<file path="src/rtl/imem_port_if.sv">
`default_nettype none
// ============================================================================
// Module   : imem_port_if
// Purpose  : Bundles the fetch-stage and instruction-memory signals of
//            imem_port. The master view belongs to imem_port itself; the
//            slave view belongs to the fetch stage / memory side.
// Revision : 1.0  initial release
// ============================================================================
interface imem_port_if;
  logic [31:0] Addr_fIF;
  logic [31:0] Instr_2IF;
  logic        Stall_2IF;
  logic        Mem_Req;
  logic [31:0] Mem_Addr;
  logic        Mem_Ack;
  logic [31:0] Mem_RData;
  logic        Bus_Err;
  logic [15:0] Miss_Count;

  modport master (
    input  Addr_fIF, Mem_Ack, Mem_RData,
    output Instr_2IF, Stall_2IF, Mem_Req, Mem_Addr, Bus_Err, Miss_Count
  );

  modport slave (
    output Addr_fIF, Mem_Ack, Mem_RData,
    input  Instr_2IF, Stall_2IF, Mem_Req, Mem_Addr, Bus_Err, Miss_Count
  );
endinterface
`default_nettype wire

</file>
<file path="src/rtl/imem_port.sv">
`default_nettype none
// ============================================================================
// Module   : imem_port
// Purpose  : Instruction fetch port with a small fill buffer. Hits are served
//            combinationally; a miss stalls fetch, reads memory with a
//            per-beat timeout, and refills the buffer.
//            Macro IMEM_LINEBUF_EN: when defined, the buffer is a 4-word line
//            filled in 4 beats; when undefined, a single word, one beat.
// Revision : 1.0  initial release
// ============================================================================
module imem_port #(
  parameter int unsigned TIMEOUT_CYCLES = 1023
) (
  input  wire logic   CLK,
  input  wire logic   RESET,
  imem_port_if.master bus
);

`ifdef IMEM_LINEBUF_EN
  localparam int C_NWORDS  = 4;
  localparam int C_TAG_LSB = 4;
`else
  localparam int C_NWORDS  = 1;
  localparam int C_TAG_LSB = 2;
`endif
  localparam int C_TAG_W   = 32 - C_TAG_LSB;
  localparam logic [31:0] C_BASE_MASK = ~((32'd1 << C_TAG_LSB) - 32'd1);
  localparam int C_WAIT_W  = $clog2(TIMEOUT_CYCLES + 1);
  localparam logic [C_WAIT_W-1:0] C_WAIT_LAST = C_WAIT_W'(TIMEOUT_CYCLES - 1);

  typedef enum logic [0:0] {
    S_IDLE = 1'b0,
    S_BUSY = 1'b1
  } state_t;

  state_t                r_state;
  state_t                w_state_nxt;

  logic [C_TAG_W-1:0]    r_tag;
  logic [C_NWORDS-1:0]   r_valid;
  logic [31:0]           r_data [C_NWORDS];
  logic [31:0]           r_mem_addr;
  logic [C_WAIT_W-1:0]   r_wait;
  logic [15:0]           r_miss_count;
  logic                  r_bus_err;

  logic                  w_word_valid;
  logic [31:0]           w_word_data;
  logic                  w_last_beat;
  logic                  w_hit;
  logic                  w_mem_req;
  logic                  w_start;
  logic                  w_beat_ack;
  logic                  w_timeout;

`ifdef IMEM_LINEBUF_EN
  logic [1:0]            r_beat;
  logic [1:0]            w_idx;

  assign w_idx        = bus.Addr_fIF[3:2];
  assign w_word_valid = r_valid[w_idx];
  assign w_word_data  = r_data[w_idx];
  assign w_last_beat  = (r_beat == 2'd3);
`else
  assign w_word_valid = r_valid[0];
  assign w_word_data  = r_data[0];
  assign w_last_beat  = 1'b1;
`endif

  // Hit needs the addressed word valid and the buffer tag to match the fetch
  assign w_hit = w_word_valid && (r_tag == bus.Addr_fIF[31:C_TAG_LSB]);

  assign bus.Instr_2IF  = w_hit ? w_word_data : 32'h0000_0000;
  assign bus.Stall_2IF  = !w_hit;
  assign bus.Mem_Req    = w_mem_req;
  assign bus.Mem_Addr   = r_mem_addr;
  assign bus.Bus_Err    = r_bus_err;
  assign bus.Miss_Count = r_miss_count;

  // State register; reset drops straight to IDLE so Mem_Req falls at once
  always_ff @(posedge CLK or negedge RESET) begin
    if (!RESET) begin
      r_state <= S_IDLE;
    end else begin
      r_state <= w_state_nxt;
    end
  end

  // Next state and per-cycle controls: start on a miss, finish on last beat or timeout
  always_comb begin
    w_state_nxt = r_state;
    w_mem_req   = 1'b0;
    w_start     = 1'b0;
    w_beat_ack  = 1'b0;
    w_timeout   = 1'b0;
    case (r_state)
      S_IDLE: begin
        if (!w_hit) begin
          w_start     = 1'b1;
          w_state_nxt = S_BUSY;
        end
      end
      S_BUSY: begin
        w_mem_req = 1'b1;
        if (bus.Mem_Ack) begin
          w_beat_ack = 1'b1;
          if (w_last_beat) begin
            w_state_nxt = S_IDLE;
          end
        end else if (r_wait == C_WAIT_LAST) begin
          w_timeout   = 1'b1;
          w_state_nxt = S_IDLE;
        end
      end
      default: w_state_nxt = S_IDLE;
    endcase
  end

  // Buffer: retag and invalidate on a new miss, fill per accepted beat, drop all on timeout
  always_ff @(posedge CLK or negedge RESET) begin
    if (!RESET) begin
      r_tag   <= '0;
      r_valid <= '0;
      for (int i = 0; i < C_NWORDS; i++) begin
        r_data[i] <= '0;
      end
    end else if (w_start) begin
      r_tag   <= bus.Addr_fIF[31:C_TAG_LSB];
      r_valid <= '0;
    end else if (w_beat_ack) begin
`ifdef IMEM_LINEBUF_EN
      r_data[r_beat]  <= bus.Mem_RData;
      r_valid[r_beat] <= 1'b1;
`else
      r_data[0]  <= bus.Mem_RData;
      r_valid[0] <= 1'b1;
`endif
    end else if (w_timeout) begin
      r_valid <= '0;
    end
  end

  // Read address, beat position and per-beat wait counter
  always_ff @(posedge CLK or negedge RESET) begin
    if (!RESET) begin
      r_mem_addr <= '0;
      r_wait     <= '0;
`ifdef IMEM_LINEBUF_EN
      r_beat     <= '0;
`endif
    end else if (w_start) begin
      // Masking keeps the request aligned to the buffer granule
      r_mem_addr <= bus.Addr_fIF & C_BASE_MASK;
      r_wait     <= '0;
`ifdef IMEM_LINEBUF_EN
      r_beat     <= '0;
`endif
    end else if (w_beat_ack) begin
      r_wait <= '0;
`ifdef IMEM_LINEBUF_EN
      if (!w_last_beat) begin
        r_mem_addr <= r_mem_addr + 32'd4;
        r_beat     <= r_beat + 2'd1;
      end
`endif
    end else if (w_timeout) begin
      r_wait <= '0;
    end else if (r_state == S_BUSY) begin
      r_wait <= r_wait + 1'b1;
    end
  end

  // Miss counter (wraps) and one-cycle bus error pulse after a timeout
  always_ff @(posedge CLK or negedge RESET) begin
    if (!RESET) begin
      r_miss_count <= '0;
      r_bus_err    <= 1'b0;
    end else begin
      r_bus_err <= w_timeout;
      if (w_start) begin
        r_miss_count <= r_miss_count + 16'd1;
      end
    end
  end

endmodule
`default_nettype wire
</file>
<file path="src/flat_wrapper.sv">
// flat-port wrapper written by rule: the top's interface ports become plain ports
module imem_port_flat 
#(
  parameter int unsigned TIMEOUT_CYCLES = 1023
)
  (CLK, RESET, bus_Addr_fIF, bus_Mem_Ack, bus_Mem_RData, bus_Instr_2IF, bus_Stall_2IF, bus_Mem_Req, bus_Mem_Addr, bus_Bus_Err, bus_Miss_Count);
  imem_port_if bus_i ();
  input  wire logic CLK;
  input  wire logic RESET;
  input wire logic [$bits(bus_i.Addr_fIF)-1:0] bus_Addr_fIF;
  input wire logic [$bits(bus_i.Mem_Ack)-1:0] bus_Mem_Ack;
  input wire logic [$bits(bus_i.Mem_RData)-1:0] bus_Mem_RData;
  output wire logic [$bits(bus_i.Instr_2IF)-1:0] bus_Instr_2IF;
  output wire logic [$bits(bus_i.Stall_2IF)-1:0] bus_Stall_2IF;
  output wire logic [$bits(bus_i.Mem_Req)-1:0] bus_Mem_Req;
  output wire logic [$bits(bus_i.Mem_Addr)-1:0] bus_Mem_Addr;
  output wire logic [$bits(bus_i.Bus_Err)-1:0] bus_Bus_Err;
  output wire logic [$bits(bus_i.Miss_Count)-1:0] bus_Miss_Count;
  assign bus_i.Addr_fIF = bus_Addr_fIF;
  assign bus_i.Mem_Ack = bus_Mem_Ack;
  assign bus_i.Mem_RData = bus_Mem_RData;
  assign bus_Instr_2IF = bus_i.Instr_2IF;
  assign bus_Stall_2IF = bus_i.Stall_2IF;
  assign bus_Mem_Req = bus_i.Mem_Req;
  assign bus_Mem_Addr = bus_i.Mem_Addr;
  assign bus_Bus_Err = bus_i.Bus_Err;
  assign bus_Miss_Count = bus_i.Miss_Count;
  imem_port #(.TIMEOUT_CYCLES(TIMEOUT_CYCLES)) u_core (.CLK(CLK), .RESET(RESET), .bus(bus_i));
endmodule
</file>
<file path="config.mk">
export PLATFORM = sky130hd
export DESIGN_NAME = imem_port_flat
export DESIGN_NICKNAME = d
export VERILOG_FILES = /design/src/rtl/imem_port_if.sv /design/src/rtl/imem_port.sv /design/src/flat_wrapper.sv
export SDC_FILE = /design/constraint.sdc
export NUM_CORES = 1
export LEC_CHECK = 0
export ABC_AREA = 1
export BUFFER_PORTS_ARGS = -buffer_cell sky130_fd_sc_hd__buf_2
export CORE_MARGIN = 1
export CORE_UTILIZATION = 47
export CTS_CLUSTER_SIZE = 30
export DETAILED_ROUTE_END_ITERATION = 8
export PLACE_DENSITY_LB_ADDON = 0.15
export SYNTH_ARGS = -nofsm -noshare
export SYNTH_HDL_FRONTEND = slang
export SYNTH_SLANG_ARGS = --single-unit
</file>
<file path="constraint.sdc">
create_clock -name CLK -period 1.6 [get_ports CLK]
set_clock_uncertainty 0.2 [all_clocks]
set_input_delay 0.24 -clock CLK [delete_from_list [all_inputs] [get_ports CLK]]
set_output_delay 0.24 -clock CLK [all_outputs]
set_load 0.02 [all_outputs]
</file>
== After elaboration in Yosys (flattened, before gate mapping) ==
Index checks and enable logic that the tools add are counted.
W data, S select, Z words.

* $add $sub $neg: 2
* Equal/unequal tests: 2
* Muxes and demuxes: 19
* Bitwise operators: 2
* Reductions and logical operators: 5

{| class="wikitable"
|+ Operator list
! cell !! number
|-
| $mux W10 || 4
|-
| $mux W32 || 1
|-
| $eq A30 B30 Y1 || 1
|-
| $add A16 B1 Y16 const B || 1
|-
| $mux W1 || 13
|-
| $add A10 B1 Y10 const B || 1
|-
| $eq A10 B10 Y1 const B || 1
|-
| $reduce_bool A4 Y1 || 1
|-
| $reduce_bool A3 Y1 || 1
|-
| $not A1 Y1 || 2
|-
| $pmux W1 S2 || 1
|-
| $reduce_and A2 Y1 || 1
|-
| $logic_and A1 B1 Y1 || 1
|-
| $logic_not A1 Y1 || 1
|}

* Register bits after elaboration: 91
* Output and inout port bits: 83
* Logic and storage cells: 37

== Depth between registers and ports, before layout ==
* Word-level depth: 7
* Mapped depth: 14
* Gate-level depth less buffers: 12

== Worst setup path after synthesis ==
Ideal clock, no wire load.

* Path type: reg-to-output
* Start: register u_core.r_tag[13]
* End: output bus_Instr_2IF[12]
* Arrival time: 1.694 ns
* Path slack: -0.534 ns
* Cell stages (with the launch flop): 13
* Path buffers: 2
* Cells stage by stage: dfrtp_1 > inv_1 > nand2_1 > nand2_1 > inv_2 > nand2_1 > nor2_1 > nand2_1 > nor2_1 > nand2_2 > buf_2 > buf_2 > nor2_1

* Longest elaborated chain between the ends: 3

{| class="wikitable"
|+ RTL lines
! item !! RTL line !! text
|-
| start: declaration || imem_port.sv:39 || <nowiki>logic [C_TAG_W-1:0] r_tag;</nowiki>
|-
| start signal: assignment || imem_port.sv:128 || <nowiki>r_tag <= bus.Addr_fIF[31:C_TAG_LSB];</nowiki>
|-
| $eq A30 B30 Y1 || imem_port.sv:71 || <nowiki>assign w_hit = w_word_valid && (r_tag == bus.Addr_fIF[31:C_TAG_LSB]);</nowiki>
|-
| $logic_and A1 B1 Y1 || imem_port.sv:71 ||
|-
| $mux W32 || imem_port.sv:73 || <nowiki>assign bus.Instr_2IF = w_hit ? w_word_data : 32'h0000_0000;</nowiki>
|-
| end: declaration || flat_wrapper.sv:13 || <nowiki>output wire logic [$bits(bus_i.Instr_2IF)-1:0] bus_Instr_2IF;</nowiki>
|}

No other way between the ends.

== Worst setup path in the final report ==
* Start: register u_core.r_tag[1]
* End: output bus_Instr_2IF[14]

Same word-level chain as after synthesis.

==> flow_metrics.tcl <==
set metrics [dict create \
    status "finished, violations left" \
    failed_checks "setup timing" \
    avgRoutedWirePerCell_um 15.39 \
    drive_gt1_share_pct 35.85 \
    grt_pass1_wl_mm 27.96 \
    synthTopCellsByArea "dfrtp_1 (45%), nand2_1 (17%), inv_1 (9.0%), nor2_1 (8.2%), nand3_1 (7.7%)" \
    utilization_pct 80.27 \
    timing.setup.tns_ns -72.54 \
    htree_levels 3 \
    maxCapViolations 0 \
    final_area_mm2 0.008287 \
    fp.coreArea_mm2 0.01032 \
    register_area_mm2 0.002318 \
    powerDensity_mw_per_mm2 1433 \
    crit_path_start "u_core.r_tag[1]$_DFFE_PN0P_" \
    crit_chain "nand2_2 -> nand2_1 -> inv_1 -> nand2_1 -> nor2_1 -> nand2_1 -> nor2_2 -> buf_6 -> nand2_8 -> buf_16 -> nor2_4 -> buf_6" \
    ys_types 27 \
    cts.sinks 91 \
    grt_max_degree 58 \
    root_buffer "clkbuf_8" \
    fin_crit_ns 2.552 \
    clock_latency_ns 0.36 \
    ys_seq_elements 91 \
    fillerInstances 662 \
    fin_hold_ws_ns 0.03768 \
    drt-total-wl_mm 17.82 \
    cpMostUsedCell "nand2_1" \
    power_uw 11870 \
    drt_iter0_drc 390 \
    viasPerCell 5.044 \
    timing.final.ws_setup_ns -0.9522 \
    cts_tree "built" \
    drc 0 \
    crit_buf_inv 4 \
    synth_cells 735 \
    p_leak_uw 0.004482 \
    die_h_um 105.4 \
    initial_core_util_pct 48.69 \
    drt-met1-wl_mm 6.934 \
    portBuffers 145 \
    place_area_mm2 0.006711 \
    final_common_cell "nand2_1" \
    dr.pass1.iters 5 \
    wl_met2_mm 9.306 \
    grt_pass1_vias 5967 \
    critical_path_class "flip-flop to output port" \
    ant_nets 0 \
    worstHoldStart "bus_Addr_fIF[23]" \
    setup_viol 92 \
    syn_to_final_growth_pct 64.87 \
    pin_count 150 \
    fmax_mhz 391.8 \
    hold_violations 0 \
    yosys.area.top_type "dfrtp_1" \
    fp.dieArea_mm2 0.01111 \
    numCtsBuffers 9 \
    place_hpwl_mm 9.629 \
    yosys_warnings 0 \
    layout.nets 1086 \
    vias 5841 \
    grt-ovfl-total 0 \
    period_share_pct 159.5 \
    die_w_um 105.4 \
    vdd_ir_drop_max_v 0.0009135 \
    grt_usage_pct 32.06 \
    critPathSlowestCell "dfrtp_2" \
    dr_wl_met3_mm 1.000 \
    worstPathRequired_ns 1.16 \
    critPathCaptureType "output port" \
    cpPeakStageDelay_ns 0.44 \
    antenna_found_initial 1 \
    cp_top_family "simple AND/OR/NAND/NOR gates" \
    top_layer "met4" \
    yosysTopAreaCellShare_pct 45.31 \
    ys_seq_area_share_pct 45.31 \
    syn_area_mm2 0.005026 \
    timing.final.max_slew_violations 0 \
    hp-class "input pin to flip-flop" \
    multiInputGateArea_mm2 0.002569 \
    clk_path_buf_depth 2 \
    synth.avg_cell_area_um2 6.838 \
    num_rows 37 \
    path_clk_slew_ns 0.09 \
    worst_setup_path_start_kind "flip-flop" \
    crit_fanout 8 \
    layout_common_cells "nand2_1 (217), inv_1 (115), buf_2 (111), buf_4 (70), nor2_1 (69)" \
    critical_path_arrival_ns 2.11 \
    routabilityCongestion 0.8114 \
    rsz0062_at_grt "yes" \
    reg2reg_from "u_core.r_tag[1]$_DFFE_PN0P_" \
]
## per-layer routing
metal  track usage, %  vias up
met2            57.57      264
met5                0        -
met3            4.143       55
met1            37.12     2749
li1                 -     2773
met4            16.90        0
## repair_timing
action / 4_1_cts / 5_1_grt
buffers inserted: 9 / 7
setup endpoints to repair: 91 / 91
pin swaps: 16 / 23
gates resized for setup: 105 / 30
hold endpoints to repair: 129 / 0
hold buffers: 58 / 0
gates cloned: 8 / 0
## report_power, final
group | leakage (uW) | switching [uW] | internal, uW
Combinational | 0.00330 | 3620 | 2600
Clock | 0.000111 | 859 | 926
Sequential | 0.00107 | 631 | 3250
## logic make-up after synthesis
family,Yosys count,synth area share [%]
compound gates,38,4.008
xor+xnor,19,3.311
fa+ha+maj,3,0.7469
buf+inv,152,11.97
flops,91,45.31
other cells,1,0.07461
simple gates,431,34.58
## per-stage QoR
| stage | std cells | setup slack (ns) |
|---|---|---|
| 2_1_floorplan | 736 | -0.3187 |
| 3_3_place_gp | 1062 | -0.4432 |
| 3_5_place_dp | 1062 | -0.5108 |
| 4_1_cts | 1152 | -0.8845 |
| 5_1_grt | 1158 | -1.029 |
| 6_report | 1158 | -0.9522 |
## layout make-up
cell class	count	share of cell area, %
Antenna cell	1	0.03020
Clock buffer	12	1.751
Clock inverter	4	0.8908
Inverter	124	5.617
Multi-Input combinational cell	493	31.00
Sequential cell	91	27.98
Tap cell	136	2.053
Timing Repair Buffer	297	30.68
## tightest hold or removal path: stages
cell and delay [ns]:
buf_2 0.10, buf_4 0.10, nand3_1 0.06, nand2_1 0.06
## sequential cells by signal (all words and copies together) (netlist names)
name	count
u_core.bus.Bus_Err	1
u_core.bus.Miss_Count	16
u_core.r_data	32
u_core.r_state	1
u_core.r_tag	30
u_core.r_valid	1
u_core.r_wait	10
## synth_stat cells, drive strengths merged
cell type and instances:
nand2 234, inv 122, nor2 111, dfrtp 91, nand3 77, a21oi 33
buf 18, xor2 11, clkbuf 10, xnor2 8, nor3 6, ha 3
clkinv 2, or2 2, a211o 1, conb 1, nand3b 1, o211ai 1
o21ai 1, o21bai 1, o31ai 1
## worst paths after layout
path / end / slack [ns] / depth (start not counted)
max: bus_Instr_2IF[14] / -0.95 / 12
max in group asynchronous: u_core.r_tag[18]$_DFFE_PN0P_ / 0.48 / 3
min in group asynchronous: u_core.bus.Miss_Count[12]$_DFFE_PN0P_ / 0.16 / 2
min: u_core.r_tag[21]$_DFFE_PN0P_ / 0.04 / 4
max reg2reg: u_core.r_tag[9]$_DFFE_PN0P_ / -0.88 / 17
min reg2reg: u_core.bus.Miss_Count[14]$_DFFE_PN0P_ / 0.30 / 2
No activity file was read; power rests on OpenSTA's default activity.
